===== src/rtl/pipeline_ctrl_pkg.sv =====
// Shared constants and types for the pipeline sequencing controller:
// FSM state codes, the x0 register index and the debug reason codes.
package pipeline_ctrl_pkg;

    localparam logic [0:0] ST_RUN      = 1'b0;
    localparam logic [0:0] ST_MEM_WAIT = 1'b1;

    localparam logic [4:0] REG_X0 = 5'd0;

    typedef enum logic [1:0] {
        RSN_NONE     = 2'd0,
        RSN_MEM      = 2'd1,
        RSN_BRANCH   = 2'd2,
        RSN_LOAD_USE = 2'd3
    } reason_e;

endpackage


===== src/rtl/pipeline_ctrl_if.sv =====
// Data-memory request/acknowledge handshake between the pipeline controller
// (master) and the data memory (slave).
interface pipeline_ctrl_if;
    logic dmem_req;
    logic dmem_ack;

    modport master (output dmem_req, input dmem_ack);
    modport slave  (input dmem_req, output dmem_ack);
endinterface


===== src/rtl/pipeline_ctrl_hazard_detect.sv =====
// Load-use hazard comparator: the instruction in ID reads the destination of a
// load still in EX. Kept standalone so the forwarding unit can reuse it.
module hazard_detect
    import pipeline_ctrl_pkg::*;
(
    input  logic [4:0] id_rs1,
    input  logic [4:0] id_rs2,
    input  logic       id_rs1_used,
    input  logic       id_rs2_used,
    input  logic       ex_mem_read,
    input  logic [4:0] ex_rd,
    output logic       load_use
);

    // x0 never carries a real dependency, so a load targeting it cannot stall
    assign load_use = ex_mem_read & (ex_rd != REG_X0) &
                      ((id_rs1_used & (id_rs1 == ex_rd)) |
                       (id_rs2_used & (id_rs2 == ex_rd)));

endmodule


===== src/rtl/pipeline_ctrl.sv =====
// Pipeline sequencing controller: per-stage enables/flushes from memory wait
// states, taken branches and load-use hazards, plus a memory watchdog and counters.
module pipeline_ctrl
    import pipeline_ctrl_pkg::*;
#(
    parameter int MEM_TIMEOUT = 255,
    parameter int CNT_W       = 16
) (
    input  logic                 clk,
    input  logic                 rst_n,
    input  logic [4:0]           IFID_rs1,
    input  logic [4:0]           IFID_rs2,
    input  logic                 IFID_rs1_used,
    input  logic                 IFID_rs2_used,
    input  logic                 IDEX_MemRead,
    input  logic [4:0]           IDEX_rd,
    input  logic                 EX_BranchTaken,
    input  logic                 EXMEM_MemRead,
    input  logic                 EXMEM_MemWrite,
    pipeline_ctrl_if.master      dmem,
    output logic                 PC_En,
    output logic                 IFID_En,
    output logic                 IDEX_En,
    output logic                 EXMEM_En,
    output logic                 MEMWB_En,
    output logic                 IFID_Flush,
    output logic                 IDEX_Flush,
    output logic                 MEMWB_Flush,
    output logic                 mem_err,
    output logic [CNT_W-1:0]     stall_cycles,
    output logic [CNT_W-1:0]     flush_count
);

    localparam int WCW = $clog2(MEM_TIMEOUT + 1);

    logic [0:0]       state_r, state_nxt_s;
    logic [WCW-1:0]   wait_cnt_r, wait_cnt_nxt_s;
    logic             mem_err_r;
    logic [CNT_W-1:0] stall_cycles_r, flush_count_r;
    logic             mem_access_s, req_s, timeout_hit_s, mem_stall_s, load_use_s;
    reason_e          reason_s;

    function automatic logic [CNT_W-1:0] sat_inc(input logic [CNT_W-1:0] v, input logic inc);
        if (inc && (v != {CNT_W{1'b1}})) begin
            sat_inc = v + CNT_W'(1'b1);
        end else begin
            sat_inc = v;
        end
    endfunction

    hazard_detect u_hazard_detect (
        .id_rs1      (IFID_rs1),
        .id_rs2      (IFID_rs2),
        .id_rs1_used (IFID_rs1_used),
        .id_rs2_used (IFID_rs2_used),
        .ex_mem_read (IDEX_MemRead),
        .ex_rd       (IDEX_rd),
        .load_use    (load_use_s)
    );

    assign mem_access_s  = EXMEM_MemRead | EXMEM_MemWrite;
    assign req_s         = (state_r == ST_MEM_WAIT) | mem_access_s;
    // On the timeout cycle the request is still up but the pipeline is released
    assign timeout_hit_s = (state_r == ST_MEM_WAIT) & (wait_cnt_r == WCW'(MEM_TIMEOUT)) & ~dmem.dmem_ack;
    assign mem_stall_s   = req_s & ~dmem.dmem_ack & ~timeout_hit_s;

    // Stall source priority: memory freeze, then branch redirect, then load-use
    always_comb begin
        if (mem_stall_s) begin
            reason_s = RSN_MEM;
        end else if (EX_BranchTaken) begin
            reason_s = RSN_BRANCH;
        end else if (load_use_s) begin
            reason_s = RSN_LOAD_USE;
        end else begin
            reason_s = RSN_NONE;
        end
    end

    // Wait-state FSM and watchdog next-state
    always_comb begin
        state_nxt_s    = state_r;
        wait_cnt_nxt_s = wait_cnt_r;
        case (state_r)
            ST_RUN: begin
                if (mem_access_s & ~dmem.dmem_ack) begin
                    state_nxt_s    = ST_MEM_WAIT;
                    wait_cnt_nxt_s = WCW'(1);
                end else begin
                    state_nxt_s = ST_RUN;
                end
            end
            ST_MEM_WAIT: begin
                if (dmem.dmem_ack | timeout_hit_s) begin
                    state_nxt_s = ST_RUN;
                end else begin
                    wait_cnt_nxt_s = wait_cnt_r + WCW'(1);
                end
            end
            default: begin
                state_nxt_s    = ST_RUN;
                wait_cnt_nxt_s = {WCW{1'b0}};
            end
        endcase
    end

    // Stage enables/flushes; reset forces every stage to load a bubble
    always_comb begin
        dmem.dmem_req = 1'b0;
        {PC_En, IFID_En, IDEX_En, EXMEM_En, MEMWB_En} = 5'b00000;
        {IFID_Flush, IDEX_Flush, MEMWB_Flush}         = 3'b111;
        if (rst_n) begin
            dmem.dmem_req = req_s;
            case (reason_s)
                RSN_MEM: begin
                    {PC_En, IFID_En, IDEX_En, EXMEM_En, MEMWB_En} = 5'b00001;
                    {IFID_Flush, IDEX_Flush, MEMWB_Flush}         = 3'b001;
                end
                RSN_BRANCH: begin
                    {PC_En, IFID_En, IDEX_En, EXMEM_En, MEMWB_En} = 5'b11111;
                    {IFID_Flush, IDEX_Flush, MEMWB_Flush}         = 3'b110;
                end
                RSN_LOAD_USE: begin
                    {PC_En, IFID_En, IDEX_En, EXMEM_En, MEMWB_En} = 5'b00111;
                    {IFID_Flush, IDEX_Flush, MEMWB_Flush}         = 3'b010;
                end
                default: begin
                    {PC_En, IFID_En, IDEX_En, EXMEM_En, MEMWB_En} = 5'b11111;
                    {IFID_Flush, IDEX_Flush, MEMWB_Flush}         = 3'b000;
                end
            endcase
        end else begin
            dmem.dmem_req = 1'b0;
        end
    end

    // State, watchdog, sticky error and saturating counters
    always_ff @(posedge clk or negedge rst_n) begin
        if (!rst_n) begin
            state_r        <= ST_RUN;
            wait_cnt_r     <= {WCW{1'b0}};
            mem_err_r      <= 1'b0;
            stall_cycles_r <= {CNT_W{1'b0}};
            flush_count_r  <= {CNT_W{1'b0}};
        end else begin
            state_r        <= state_nxt_s;
            wait_cnt_r     <= wait_cnt_nxt_s;
            mem_err_r      <= mem_err_r | timeout_hit_s;
            stall_cycles_r <= sat_inc(stall_cycles_r,
                                      (reason_s == RSN_MEM) | (reason_s == RSN_LOAD_USE));
            flush_count_r  <= sat_inc(flush_count_r, reason_s == RSN_BRANCH);
        end
    end

    assign mem_err      = mem_err_r;
    assign stall_cycles = stall_cycles_r;
    assign flush_count  = flush_count_r;

endmodule


===== src/flat_wrapper.sv =====
// flat-port wrapper written by rule: the top's interface ports become plain ports
module pipeline_ctrl_flat import pipeline_ctrl_pkg::*;
#(
    parameter int MEM_TIMEOUT = 255,
    parameter int CNT_W       = 16
)
  (clk, rst_n, IFID_rs1, IFID_rs2, IFID_rs1_used, IFID_rs2_used, IDEX_MemRead, IDEX_rd, EX_BranchTaken, EXMEM_MemRead, EXMEM_MemWrite, PC_En, IFID_En, IDEX_En, EXMEM_En, MEMWB_En, IFID_Flush, IDEX_Flush, MEMWB_Flush, mem_err, stall_cycles, flush_count, dmem_dmem_req, dmem_dmem_ack);
  pipeline_ctrl_if dmem_i ();
  input  logic clk;
  input  logic rst_n;
  input  logic [4:0] IFID_rs1;
  input  logic [4:0] IFID_rs2;
  input  logic IFID_rs1_used;
  input  logic IFID_rs2_used;
  input  logic IDEX_MemRead;
  input  logic [4:0] IDEX_rd;
  input  logic EX_BranchTaken;
  input  logic EXMEM_MemRead;
  input  logic EXMEM_MemWrite;
  output logic PC_En;
  output logic IFID_En;
  output logic IDEX_En;
  output logic EXMEM_En;
  output logic MEMWB_En;
  output logic IFID_Flush;
  output logic IDEX_Flush;
  output logic MEMWB_Flush;
  output logic mem_err;
  output logic [CNT_W-1:0] stall_cycles;
  output logic [CNT_W-1:0] flush_count;
  output wire logic [$bits(dmem_i.dmem_req)-1:0] dmem_dmem_req;
  input wire logic [$bits(dmem_i.dmem_ack)-1:0] dmem_dmem_ack;
  assign dmem_dmem_req = dmem_i.dmem_req;
  assign dmem_i.dmem_ack = dmem_dmem_ack;
  pipeline_ctrl #(.MEM_TIMEOUT(MEM_TIMEOUT), .CNT_W(CNT_W)) u_core (.clk(clk), .rst_n(rst_n), .IFID_rs1(IFID_rs1), .IFID_rs2(IFID_rs2), .IFID_rs1_used(IFID_rs1_used), .IFID_rs2_used(IFID_rs2_used), .IDEX_MemRead(IDEX_MemRead), .IDEX_rd(IDEX_rd), .EX_BranchTaken(EX_BranchTaken), .EXMEM_MemRead(EXMEM_MemRead), .EXMEM_MemWrite(EXMEM_MemWrite), .dmem(dmem_i), .PC_En(PC_En), .IFID_En(IFID_En), .IDEX_En(IDEX_En), .EXMEM_En(EXMEM_En), .MEMWB_En(MEMWB_En), .IFID_Flush(IFID_Flush), .IDEX_Flush(IDEX_Flush), .MEMWB_Flush(MEMWB_Flush), .mem_err(mem_err), .stall_cycles(stall_cycles), .flush_count(flush_count));
endmodule

===== config.mk =====
export PLATFORM = sky130hd
export DESIGN_NAME = pipeline_ctrl_flat
export DESIGN_NICKNAME = d
export VERILOG_FILES = /design/src/rtl/pipeline_ctrl_pkg.sv /design/src/rtl/pipeline_ctrl_if.sv /design/src/rtl/pipeline_ctrl_hazard_detect.sv /design/src/rtl/pipeline_ctrl.sv /design/src/flat_wrapper.sv
export SDC_FILE = /design/constraint.sdc
export NUM_CORES = 1
export LEC_CHECK = 0
export ABC_AREA = 1
export BUFFER_PORTS_ARGS = -buffer_cell sky130_fd_sc_hd__buf_2
export CORE_ASPECT_RATIO = 0.75
export CORE_MARGIN = 3
export CORE_UTILIZATION = 54
export CTS_BUF_LIST = sky130_fd_sc_hd__clkbuf_16
export CTS_CLUSTER_DIAMETER = 50
export DETAILED_ROUTE_END_ITERATION = 12
export GPL_ROUTABILITY_DRIVEN = 1
export HOLD_SLACK_MARGIN = 0.08
export PLACE_DENSITY = 0.79
export RECOVER_POWER = 100
export SLEW_MARGIN = 0
export SYNTH_ARGS = -nofsm -noshare
export SYNTH_HDL_FRONTEND = slang
export SYNTH_SLANG_ARGS = --single-unit

===== constraint.sdc =====
create_clock -name clk -period 1.9 [get_ports clk]
set_input_delay 0.095 -clock clk [delete_from_list [all_inputs] [get_ports clk]]
set_output_delay 0.095 -clock clk [all_outputs]
set_load 0.01 [all_outputs]

# ---- Word level (Yosys, flattened, before mapping)
# Index checks and enable logic that the tools add are counted.
dict set report totals {
  reg_bits 42
  inputBits 24
  out_inout_bits 42
  word_cells 63
}
dict set report classes {
  addsub 3
  n_eq_ne 10
  mux 21
  bitwise 18
  reduce_logical 6
}
# op n
set op_table {}
lappend op_table {{16-bit by 1-bit adder with 16-bit output, second input constant} 2}
lappend op_table {{16-bit inequality test, second input constant} 2}
lappend op_table {{8-bit 2-to-1 mux} 2}
lappend op_table {{8-bit one-hot mux with 2 select lines} 1}
lappend op_table {{1-bit 2-to-1 mux} 14}
lappend op_table {{5-bit equality test} 2}
lappend op_table {{1-bit bitwise AND} 9}
lappend op_table {{8-bit by 1-bit adder with 8-bit output, second input constant} 1}
lappend op_table {{8-bit equality test, second input constant} 1}
lappend op_table {{2-bit 2-to-1 mux} 3}
lappend op_table {{1-bit bitwise OR} 6}
lappend op_table {{5-bit nonzero test} 1}
lappend op_table {{2-bit equality test, second input constant} 2}
lappend op_table {{2-bit OR reduction} 2}
lappend op_table {{1-bit NOT} 3}
lappend op_table {{2-bit by 1-bit equality test with 1-bit output, second input constant} 1}
lappend op_table {{1-bit logical AND} 2}
lappend op_table {{2-bit by 1-bit inequality test with 1-bit output, second input constant} 1}
lappend op_table {{2-bit inequality test, second input constant} 1}
lappend op_table {{1-bit one-hot mux with 2 select lines} 1}
lappend op_table {{2-bit AND reduction} 1}

# ---- Depth between registers and ports, before layout
dict set report logic_depth {
  ltp_word 11
  mapped_depth 12
  ltp_nobuf 11
}

# ---- Modules after synthesis
# A second synthesis with hierarchy kept.
dict set report unflattened {
  hier_cells 421
  area_unflattened_um2 2850.2
}
# module n_inst cells_per_inst area_per_inst_um2 seq_area_each_um2
set modules_own_cells {}
lappend modules_own_cells {pipeline_ctrl 1 367 2633.8 1051.0}
lappend modules_own_cells {hazard_detect 1 54 216.5 0.0}

# ---- Worst setup path before layout
# Ideal clock, no wire load.
dict set report synth_path {
  path_kind {reg-to-output}
  start {register u_core.wait_cnt_r[1]}
  end {output PC_En}
  arrival_ns 1.603
  required_ns 1.805
  slack_ns 0.202
  stages_incl_launch_ff 10
  n_path_buf 2
  path_cell_list {dfrtp_1 > ha_1 > nand3_2 > nor2_4 > nand4_4 > nand2_4 > nand2_2 > buf_4 > nor2_1 > buf_4}
}
dict set report synth_via {
  elab_chain_cells 10
  word_cells_on_any_way 11
  classes_between {3 x eq/ne; 3 x mux; 4 x bitwise; 1 x reduce/logical}
}
# element line_no
set synth_rtl {}
lappend synth_rtl {{from (decl)} pipeline_ctrl.sv:37} ;# logic [WCW-1:0] wait_cnt_r, wait_cnt_nxt_s;
lappend synth_rtl {{from (signal assigned)} pipeline_ctrl.sv:141} ;# wait_cnt_r <= {WCW{1'b0}};
lappend synth_rtl {{from (signal assigned)} pipeline_ctrl.sv:147} ;# wait_cnt_r <= wait_cnt_nxt_s;
lappend synth_rtl {{8-bit equality test (*)} pipeline_ctrl.sv:64} ;# assign timeout_hit_s = (state_r == ST_MEM_WAIT) & (wait_cnt_r == WCW'(MEM_TIMEOUT)) & ~dmem.dmem_ack;
lappend synth_rtl {{1-bit bitwise AND (*) (2 in series)} pipeline_ctrl.sv:64}
lappend synth_rtl {{1-bit NOT (*)} pipeline_ctrl.sv:65} ;# assign mem_stall_s = req_s & ~dmem.dmem_ack & ~timeout_hit_s;
lappend synth_rtl {{1-bit bitwise AND (*)} pipeline_ctrl.sv:65}
lappend synth_rtl {{2-bit 2-to-1 mux (*)} pipeline_ctrl.sv:69} ;# if (mem_stall_s) begin
lappend synth_rtl {{2-bit equality test / 2-bit by 1-bit equality test with 1-bit output (equally long branches)} --}
lappend synth_rtl {{2-bit OR reduction (no line) (*)} --}
lappend synth_rtl {{1-bit 2-to-1 mux (*) (2 in series)} --}
lappend synth_rtl {{to (decl)} flat_wrapper.sv:20} ;# output logic PC_En;
# Every way passes the cells marked *; elsewhere a longest branch is shown, timed or not.

# ---- Worst setup path in the final report
dict set report layout_path {
  start {register u_core.wait_cnt_r[1]}
  end {output IDEX_Flush}
}
dict set report layout_via {
  elab_chain_cells 10
  word_cells_on_any_way 11
  classes_between {3 x eq/ne; 3 x mux; 4 x bitwise; 1 x reduce/logical}
}
# element line_no
set layout_rtl {}
lappend layout_rtl {{8-bit equality test (*)} pipeline_ctrl.sv:64}
lappend layout_rtl {{1-bit bitwise AND (*) (2 in series)} pipeline_ctrl.sv:64}
lappend layout_rtl {{1-bit NOT (*)} pipeline_ctrl.sv:65}
lappend layout_rtl {{1-bit bitwise AND (*)} pipeline_ctrl.sv:65}
lappend layout_rtl {{2-bit 2-to-1 mux (*)} pipeline_ctrl.sv:69}
lappend layout_rtl {{2-bit equality test} pipeline_ctrl.sv:114} ;# case (reason_s)
lappend layout_rtl {{2-bit OR reduction (no line) (*)} --}
lappend layout_rtl {{1-bit 2-to-1 mux (*)} pipeline_ctrl.sv:114}
lappend layout_rtl {{1-bit 2-to-1 mux (*)} pipeline_ctrl.sv:112} ;# if (rst_n) begin
lappend layout_rtl {{to (decl)} flat_wrapper.sv:26} ;# output logic IDEX_Flush;
# Marks and branches as above.

==> flow_metrics.env <==
export IMPL_cp_start_kind="flip-flop"
export IMPL_synth_cell_type_count=32
export IMPL_p_switching_w=0.000922
export IMPL_postLayoutCoreUtil_pct=70.2
export IMPL_synth_most_common_cell="nand2_1"
export IMPL_p_leak_nw=1.58
export IMPL_async_flop_share_pct=100
export IMPL_rsz0062_at_grt="yes"
export IMPL_antenna_left=0
export IMPL_ys_warnings_count=0
export IMPL_firstDrtPassIters=4
export IMPL_p_clk_share_pct=31.9
export IMPL_cp_arrival_ps=1770
export IMPL_outcome="finished, final reports clean"
export IMPL_grt_pass1_wl_um=10700
export IMPL_fin_tns_setup_ps=0
export IMPL_row_count=21
export IMPL_vias=2576
export IMPL_die_x_um=87.7
export IMPL_relSlewSlack_pct=13.7
export IMPL_die_h_um=67.3
export IMPL_ys_seq_elements=42
export IMPL_yosys_area_share_simple_pct=36.6
export IMPL_fin_crit_sh_pct=97.9
export IMPL_total_power_w=0.00269
export IMPL_synth_top_family_by_area="simple AND/OR/NAND/NOR gates"
export IMPL_drive_gt1_share_pct=16.6
export IMPL_synth_main_ff_cell="dfrtp_1"
export IMPL_hpwl_um=4880
export IMPL_synthMuxAreaShare_pct=0
export IMPL_swShare_pct=34.3
export IMPL_wl_per_cell_um=12.9
export IMPL_cts_sinks=42
export IMPL_slowest_delay_ps=400
export IMPL_hold_class="input port to flip-flop"
export IMPL_syn_area_mm2=0.00270
export IMPL_drtIter0Drc=159
export IMPL_drt_vias_per_instance=5.12
export IMPL_fin_crit_ps=1860
export IMPL_crit_chain="ha_2 -> nand3_4 -> nor2_4 -> nand4_4 -> nand2_4 -> inv_2 -> o21bai_1 -> buf_2"
export IMPL_synthesis_nets=396
export IMPL_antennaDiodeCount=0
export IMPL_drc_errors=0
export IMPL_wirelength_um=6500
export IMPL_dp_worst_setup_slack_ps=112
export IMPL_synthXorXnorAreaFrac_pct=8.75
export IMPL_synth_fa_ha_area_share_pct=1.39
export IMPL_fmax_mhz=537
export IMPL_antenna_found_initial=0
export IMPL_ir_worst_vdd_uv=496
export IMPL_dieArea_mm2=0.00590
export IMPL_setup_slack_ps=39.3
export IMPL_syn_inst=369
export IMPL_port_buffers=65
export IMPL_clockRootBuffer="clkbuf_16"
export IMPL_crit_fanout=5
export IMPL_slew_viol_final=0
export IMPL_endpoint_kind="output port"
export IMPL_yosysTopAreaCell="dfrtp_1"
export IMPL_clock_path_buffers=2
export IMPL_clock_latency_ps=290
export IMPL_ioPinCount=66
export IMPL_criticalPathCategory="flip-flop to output port"
export IMPL_area_growth_pct=20.9
export IMPL_pwr_share_comb_pct=24.5
export IMPL_hold_viol=0
export IMPL_grt_overflow=0
export IMPL_nets=472
export IMPL_power_density_mw_per_mm2=824
export IMPL_avgSynthCellArea_um2=7.32
export IMPL_finClkSkew_ps=7.83
export IMPL_cp_required_ps=1800
export IMPL_internal_power_w=0.00177
export IMPL_slowest_stage="dfrtp_1"
export IMPL_seqPwrFrac_pct=43.6
export IMPL_core_area_mm2=0.00465
export IMPL_synth_edf_count=0
export IMPL_first_global_vias=2320
export IMPL_clkTransAtPathRegs_ps=60
export IMPL_grt_total_usage_pct=23.2
export IMPL_synth_compound_area_share_pct=5.33
export IMPL_seq_area_frac_synth_pct=38.9
export IMPL_synth_top_area_share_pct=38.9
export IMPL_cts_tree="built"
export IMPL_drv_cap=0
export IMPL_synthTopCellsByArea="dfrtp_1, nand2_1, nand3_1"
export IMPL_tightest_slew_ps=1290
export IMPL_start_util_pct=58.1
export IMPL_setup_viol=0
export IMPL_numCtsBuffers=5
export IMPL_synthTopCellsByCount="nand2_1, dfrtp_1, inv_1"
export IMPL_gp_routability_congestion=0.904
export IMPL_htreeDepth=2
export IMPL_grt_max_degree=24
-- metrics by stage --
stage	area (µm²)	hold slack, ps	std cells
global route	3270	221	503
CTS	3240	248	499
global placement	3070	135	489
floorplan	2700	-201	369
finish	3270	204	503
detailed placement	3070	142	489
-- flip-flops by register name, indices dropped and copies added, names as in the netlist --
register / cells
u_core.flush_count: 16
u_core.wait_cnt_r: 8
u_core.stall_cycles: 16
u_core.state_r: 1
u_core.mem_err: 1
-- worst max-delay path: cells and delay by family, from the launching register on --
| family | cells | cell delay (ps) |
|---|---|---|
| buffers and inverters | 2 | 230 |
| AOI/OAI and AO/OA | 1 | 150 |
| DFF | 1 | 400 |
| adders and majority gates | 1 | 240 |
| and+or+nand+nor | 4 | 460 |
-- final timing paths --
path	cells after the start	slack (ps)	startpoint	to
setup reg to reg	10	100	u_core.wait_cnt_r[1]	u_core.flush_count[3]
min in group asynchronous	3	370	rst_n	u_core.stall_cycles[6]
hold reg to reg	1	480	u_core.mem_err	u_core.mem_err
hold / removal	3	200	EX_BranchTaken	u_core.flush_count[6]
max in group asynchronous	3	370	rst_n	u_core.flush_count[6]
setup / recovery	8	40	u_core.wait_cnt_r[1]	IDEX_Flush
-- area by class of cell --
type | count | area, µm²
Clock inverter | 3 | 23.8
Timing Repair Buffer | 79 | 400
Multi-Input combinational cell | 277 | 1440
Clock buffer | 5 | 125
Inverter | 40 | 153
Tap cell | 57 | 71.3
Sequential cell | 42 | 1050
Fill cell | 403 | 1380
-- cell usage in the layout, fill, tap and decap left out, drive strengths merged --
cell,synthesis,final
nand3,34,34
xor2,14,14
buf,10,43
nor2,31,31
inv,40,41
ha,3,3
o21ai,15,15
xnor2,13,13
or2,2,2
nand4,6,6
a31oi,2,2
dlygate4sd3,0,2
nor3,10,10
nor4,1,1
clkinvlp,0,2
nand3b,1,1
o21bai,2,2
dfrtp,42,42
clkbuf,0,39
o31ai,4,4
nand2,139,139
-- kinds of logic after synthesis --
| group | count (synthesis) |
|---|---|
| DFF | 42 |
| adders and majority gates | 3 |
| AOI/OAI and AO/OA | 23 |
| buffers and inverters | 50 |
| and+or+nand+nor | 224 |
| xor gates and xnor gates | 27 |
-- power groups by stage --
stage	Combinational, W	Sequential [W]	Clock [W]
floorplan	0.000367	0.00122	0
global placement	0.000660	0.00117	0
detailed placement	0.000669	0.00118	0
CTS	0.000680	0.00116	0.000876
global route	0.000756	0.00119	0.000905
finish	0.000660	0.00117	0.000859
-- layer usage --
| layer | part of all wire [%] | up-vias | GRT usage (%) |
|---|---|---|---|
| li1 | - | 1308 | - |
| met5 | 0 | - | 0 |
| met1 | 48 | 1184 | 34.0 |
| met4 | 0.75 | 0 | 5.94 |
| met3 | 5.7 | 7 | 4.27 |
| met2 | 45 | 77 | 35.6 |
-- repair_timing --
item,4_1_cts,5_1_grt
buffers inserted,0,4
gates resized for setup,2,10
hold buffers,2,0
endpoints found under the hold margin,43,0
pin swaps,0,4
setup endpoints to repair,4,17
No activity file was read; power rests on OpenSTA's default activity.
